--- src/rtl/ldm_writeback_seq.sv ---
// Register-file write-back sequencer: forwards single MEM/WB writes and serialises LDM block loads.
// Optional LDM_WRITEBACK_EN adds a BASE_WB state that writes base_addr + 4*count to the base register.
module ldm_writeback_seq (
  input  logic        clk,
  input  logic        rst,
  input  logic        wb_en_in,
  input  logic [3:0]  wb_dest_in,
  input  logic [31:0] wb_value_in,
  input  logic        blk_start,
  input  logic [15:0] blk_list,
  input  logic [3:0]  blk_base_reg,
  input  logic [31:0] blk_base_addr,
  input  logic        data_valid,
  input  logic [31:0] data_in,
  output logic        data_ready,
  output logic        busy,
  output logic        done,
  output logic        writeBackEn,
  output logic [3:0]  Dest_wb,
  output logic [31:0] Result_WB
);
  localparam logic [1:0] IDLE    = 2'd0;
  localparam logic [1:0] BLOCK   = 2'd1;
`ifdef LDM_WRITEBACK_EN
  localparam logic [1:0] BASE_WB = 2'd2;
`endif

  logic [1:0]  state;
  logic [15:0] rem_list;

  function automatic logic [3:0] low_idx(input logic [15:0] v);
    low_idx = '0;
    for (int i = 15; i >= 0; i--)
      if (v[i]) low_idx = 4'(i);
  endfunction

`ifdef LDM_WRITEBACK_EN
  logic [4:0]  cnt;
  logic [3:0]  base_reg;
  logic [31:0] base_addr;

  function automatic logic [4:0] pop16(input logic [15:0] v);
    pop16 = '0;
    for (int i = 0; i < 16; i++)
      pop16 = pop16 + 5'(v[i]);
  endfunction

  always_ff @(posedge clk or negedge rst) begin
    if (!rst) begin
      cnt       <= '0;
      base_reg  <= '0;
      base_addr <= '0;
    end else if (state == IDLE && blk_start) begin
      cnt       <= pop16(blk_list);
      base_reg  <= blk_base_reg;
      base_addr <= blk_base_addr;
    end
  end
`else
  logic unused_base;
  assign unused_base = ^{blk_base_reg, blk_base_addr};
`endif

  // Status decoded from state only so the pipeline stall never depends on inputs.
  assign busy       = (state != IDLE);
  assign data_ready = (state == BLOCK);

  always_ff @(posedge clk or negedge rst) begin
    if (!rst) begin
      state       <= IDLE;
      rem_list    <= '0;
      writeBackEn <= 1'b0;
      Dest_wb     <= '0;
      Result_WB   <= '0;
      done        <= 1'b0;
    end else begin
      writeBackEn <= 1'b0;
      done        <= 1'b0;
      case (state)
        IDLE: begin
          if (wb_en_in) begin
            writeBackEn <= 1'b1;
            Dest_wb     <= wb_dest_in;
            Result_WB   <= wb_value_in;
          end
          if (blk_start) begin
            rem_list <= blk_list;
            if (blk_list != '0)
              state <= BLOCK;
            else begin
`ifdef LDM_WRITEBACK_EN
              state <= BASE_WB;
`else
              done  <= 1'b1;
`endif
            end
          end
        end
        BLOCK: begin
          if (data_valid) begin
            writeBackEn <= 1'b1;
            Dest_wb     <= low_idx(rem_list);
            Result_WB   <= data_in;
            rem_list    <= rem_list & (rem_list - 16'd1);
            // Only one bit left: this word finishes the list.
            if ((rem_list & (rem_list - 16'd1)) == '0) begin
`ifdef LDM_WRITEBACK_EN
              state <= BASE_WB;
`else
              state <= IDLE;
              done  <= 1'b1;
`endif
            end
          end
        end
`ifdef LDM_WRITEBACK_EN
        BASE_WB: begin
          writeBackEn <= 1'b1;
          Dest_wb     <= base_reg;
          Result_WB   <= base_addr + {25'd0, cnt, 2'b00};
          done        <= 1'b1;
          state       <= IDLE;
        end
`endif
        default: state <= IDLE;
      endcase
    end
  end
endmodule

--- config.mk ---
export PLATFORM = sky130hd
export DESIGN_NAME = ldm_writeback_seq
export DESIGN_NICKNAME = d
export VERILOG_FILES = /design/src/rtl/ldm_writeback_seq.sv
export SDC_FILE = /design/constraint.sdc
export NUM_CORES = 1
export LEC_CHECK = 0
export ABC_AREA = 1
export CORE_UTILIZATION = 45
export CTS_BUF_LIST = sky130_fd_sc_hd__clkbuf_4 sky130_fd_sc_hd__clkbuf_8
export CTS_CLUSTER_SIZE = 30
export DETAILED_ROUTE_END_ITERATION = 16
export DONT_BUFFER_PORTS = 1
export SYNTH_ARGS = -nofsm -noshare
export SYNTH_HDL_FRONTEND = slang
export SYNTH_SLANG_ARGS = --single-unit
--- constraint.sdc ---
create_clock -name clk -period 2.4 [get_ports clk]
set_input_delay 0 -clock clk [delete_from_list [all_inputs] [get_ports clk]]
set_output_delay 0 -clock clk [all_outputs]
set_load 0.1 [all_outputs]
Word-level counts from Yosys, hierarchy flattened
Index checks and enable logic that the tools add are counted.
Widths: inputs -> output; s select.
Word-level totals
  bits of input ports: 125
  register bits: 56
Operators by class
  add/subtract/negate cells: 1
  reduce and logical (&&, ||, !) cells: 8
  mux-type cells: 38
  bitwise logic cells: 1
  equality and inequality tests: 6
Operators with widths (count)
  $mux 4: 18
  $mux 32: 2
  $pmux 32 s2: 1
  $mux 16: 2
  $pmux 16 s2: 1
  $and 16x16->16: 1
  $logic_not 16->1: 1
  $reduce_bool 16->1: 1
  $sub 16x1->16 const B: 1
  $mux 2: 4
  $ne 2x2->1 const B: 4
  $pmux 4 s2: 1
  $mux 1: 6
  $reduce_and 3->1: 2
  $pmux 1 s2: 2
  $pmux 2 s2: 1
  $reduce_and 4->1: 1
  $reduce_bool 2->1: 2
  $eq 2x1->1 const B: 1
  $logic_not 2->1: 1
  $ne 2x1->1 const B: 1

Longest topological paths before layout
  word-level depth: 18
  depth in mapped cells: 17
  mapped depth without buffers: 17

Worst setup path before layout
Ideal clock, no wire load.
  path kind: flip-flop to flip-flop
  start point: register state[0]
  end point: register state[0]
  path slack: 0.294 ns
  data arrival time: 1.987 ns
  path buffers: 0
  period minus slack after synthesis: 2.106 ns
  stages on the path, launching flop included: 10
  setup time: 0.119 ns
  data required time: 2.281 ns
  path through: dfrtp_1 nand2_1 inv_2 nand2_1 nor2_1 nand4_1 nor3_1 nand4_1 nor2_1 nor2_1
On the way
  cells in the longest elaborated chain, start to end: 3
  elaborated cells between the ends (all ways): 8
Ends and longest elaborated chain
  start: declaration: line 28  | logic [1:0] state;
  start signal: assignment: line 70  | state <= IDLE;
  start signal: assignment: line 89  | state <= BLOCK;
  start signal: assignment: line 110  | state <= IDLE;
  $eq 2x1->1 / $logic_not 2->1 (equally long branches): line 79  | case (state)
  $ne 2x1->1 (no source line) / $ne 2x2->1 (equally long branches)
  $reduce_and 4->1 (no source line)
Several ways; a longest one is shown, not always the timed one.
A chain may end at the register's enable or synchronous reset.

Worst setup path after layout
  start point: register state[0]
  end point: register Result_WB[31]
On the way
  cells in the longest elaborated chain, start to end: 3
  elaborated cells between the ends (all ways): 7
Ends and longest elaborated chain
  $eq 2x1->1 / $logic_not 2->1 (equally long branches): line 79
  $ne 2x2->1 (no source line) / $reduce_bool 2->1 (equally long branches)
  $reduce_and 3->1 (no source line)
  end signal: assignment: line 84  | Result_WB <= wb_value_in;
  end signal: assignment: line 103  | Result_WB <= data_in;
  end: declaration: line 20  | output logic [31:0] Result_WB
Several ways; a longest one is shown, not always the timed one.

==> results.toml <==
[run_status]
status = "finished clean"

[synth]
synth_simple_gate_area_share_pct = 26.2
seq_area_frac_synth_pct = 48.6
synth_ff_type = "dfrtp_1"
synth_compound_area_share_pct = 18.6
synth_most_common_cell = "nand2_1"
synth.cell_area_um2 = 2830
netlist_instances = 367
yosysTopAreaCell = "dfrtp_1"
synth_seq_cells = 55
synth_top_cells_by_count = "nand2_1, dfrtp_1, nor2_1"
synth_warnings = 0
synth_edf_count = 0
synth_cell_types = 27
synth_area_leaders = "dfrtp_1, nand2_1, a31oi_1, nor2_1, o21ai_0"
avgSynthCellArea_um2 = 7.71
synth_top_area_share_pct = 48.6
synth-xor-area-share_pct = 0
synth-async-reset-ratio_pct = 100
synth_fa_ha_area_share_pct = 0
synth_top_family_by_area = "simple AND/OR/NAND/NOR gates"
syn_nets = 492
synth.mux.area_fraction_pct = 0

[timing]
slew_headroom_pct = 32.2
fin_worst_skew_ns = 0.00857
finalCritPeriodShare_pct = 95.2
fmax_mhz = 438
report.final.slew_viol_count = 0
period_needed_ns = 2.28
timing.hold.ws_ns = 0.0484
setup_tns_ns = 0
hold_violations = 0
rsz0062_at_grt = "no"
tightest_slew_ns = 1.02
setup_viol = 0

[floorplanning]
fp-row-count = 28
core_area_um2 = 5990
ios = 165
initial_core_util_pct = 47.2
die_w_um = 81.3
die_area_um2 = 6610
die_h_um = 81.3

[global_routing]
grt_pass1_vias = 2840
grt_antenna_before_repair = 0
grt_pass1_wl_um = 13000
grt_max_degree = 56
grt_overflow = 0
grt_usage_pct = 25.7

[place]
io_buffers = 0
dp_hpwl_um = 4970
gp_congestion = 0.850

[setup_path]
cp_num_buf_inv = 2
cp-end-kind = "register"
reg2regPathDepth = 4
reg2reg_from = "state[0]"
ff2ff_setup_slack_ns = 0.12
start_kind = "register"
critical_path.max_stage_delay_ns = 0.78
crit_start = "state[0]"
critPathSlowestCell = "buf_4"
arrival_ns = 2.52
path_cells = "buf_4, nand2_1, a31oi_1, dlygate4sd3_1"
r2r_end = "Result_WB[31]"
cp.required_ns = 2.63
path_max_fanout = 50
critPathKind = "reg -> reg"
crit_family = "buffers and inverters"

[clocking]
cts_tree = "done"
cts_setup_buffers = 0
cts_buffers = 5
clkTransAtPathRegs_ns = 0.10
ctsResizeCount = 0
htree_levels = 2
clk_path_buf_depth = 2
cts.sink_count = 55
cts_root_buffer = "clkbuf_8"
clock_latency_ns = 0.30
hold_buffers = 90

[power]
p_per_area_nw_per_um2 = 1810
p_leak_nw = 1.91
power_mw = 7.66
ir_drop_uv = 1260

[min_path]
holdPathStages = 4
holdPathEnd = "state[0]"
worstHoldStart = "blk_list[8]"
hold_path.class = "in -> reg"

[layout]
drive_above_1_share_pct = 13.4
fin_nets = 610
syn_to_final_growth_pct = 49.1
diodes = 0

[detailed_routing]
drt-wirelength-per-cell_um = 15.2
drt-initial-drc-count = 174
drtAntennaViolNets = 0
vias = 2939
drt-total-wl_um = 8510
drc_errors = 0
via_per_inst = 5.24
first_pass_iters = 4

[run]
cap_violations = 0
[tightest hold or removal path, stage by stage]
cell and delay (ns):
nor4_1 0.03, nand4_1 0.10, a21oi_1 0.06, nor2_1 0.12
[per-layer routing]
metal | wire length, µm | vias to the layer above | global-route usage, %
met5 | 0 | - | 0
met4 | 109 | 0 | 6.96
met3 | 583 | 8 | 4.04
met2 | 4240 | 117 | 44.4
met1 | 3580 | 1342 | 33.2
li1 | - | 1472 | -
[cells in the final DEF, fill, tap and decap left out, types with 2 or more instances in the layout]
| cell type | count |
|---|---|
| nand3_1 | 2 |
| inv_2 | 3 |
| o21ai_0 | 19 |
| inv_1 | 20 |
| nand4_1 | 3 |
| clkbuf_8 | 5 |
| bufinv_16 | 2 |
| nor3_1 | 2 |
| o211ai_1 | 5 |
| a31oi_1 | 32 |
| o22ai_1 | 12 |
| dfrtp_1 | 54 |
| nor2_2 | 2 |
| nor2_1 | 52 |
| buf_4 | 41 |
| nor4_1 | 4 |
| nand2_1 | 108 |
| a21oi_1 | 16 |
| nand2_4 | 3 |
| dlygate4sd3_1 | 89 |
[report_power, final]
group / total (mW) / internal (mW) / leakage (nW) / switching (mW)
sequential: 1.62 / 1.33 / 0.651 / 0.290
combinational: 5.31 / 1.53 / 1.19 / 3.79
clock: 0.726 / 0.428 / 0.0688 / 0.297
total: 7.66 / 3.28 / 1.91 / 4.37
[worst max-delay path by stage]
stage / endpoint / cells past startpoint
global route: Result_WB[31] / 4
finish: Result_WB[31] / 4
global placement: rem_list[7] / 3
CTS: Result_WB[8] / 4
floorplan: state[0] / 9
detailed placement: rem_list[7] / 3
[registers in the layout, indices dropped and copies added, names as in the netlist]
signal       flops
Result_WB       32
rem_list        16
Dest_wb          4
done             1
state            1
writeBackEn      1
[area by class of cell]
cell class                      count  area (µm²)
Clock buffer                        6        76.3
Clock inverter                      2        60.1
Fill cell                         476        1770
Inverter                           24        95.1
Multi-Input combinational cell    267        1270
Sequential cell                    55        1380
Tap cell                           75        93.8
Timing Repair Buffer              132        1250
[logic make-up after synthesis]
logic type	count (synthesis)
DFF	55
and+or+nand+nor	178
AOI/OAI and AO/OA	89
buffers and inverters	45
[through the flow]
stage | util (%) | cell area (µm²) | std cells | setup slack (ns)
2_1_floorplan | - | 2830 | 367 | 0.294
3_3_place_gp | 52.8 | 3170 | 463 | 0.678
3_5_place_dp | 52.8 | 3170 | 463 | 0.675
4_1_cts | 70.4 | 4220 | 561 | 0.205
5_1_grt | 70.4 | 4220 | 561 | 0.00676
6_report | 70.4 | 4220 | 561 | 0.115
(Power assumes the default switching activity.)
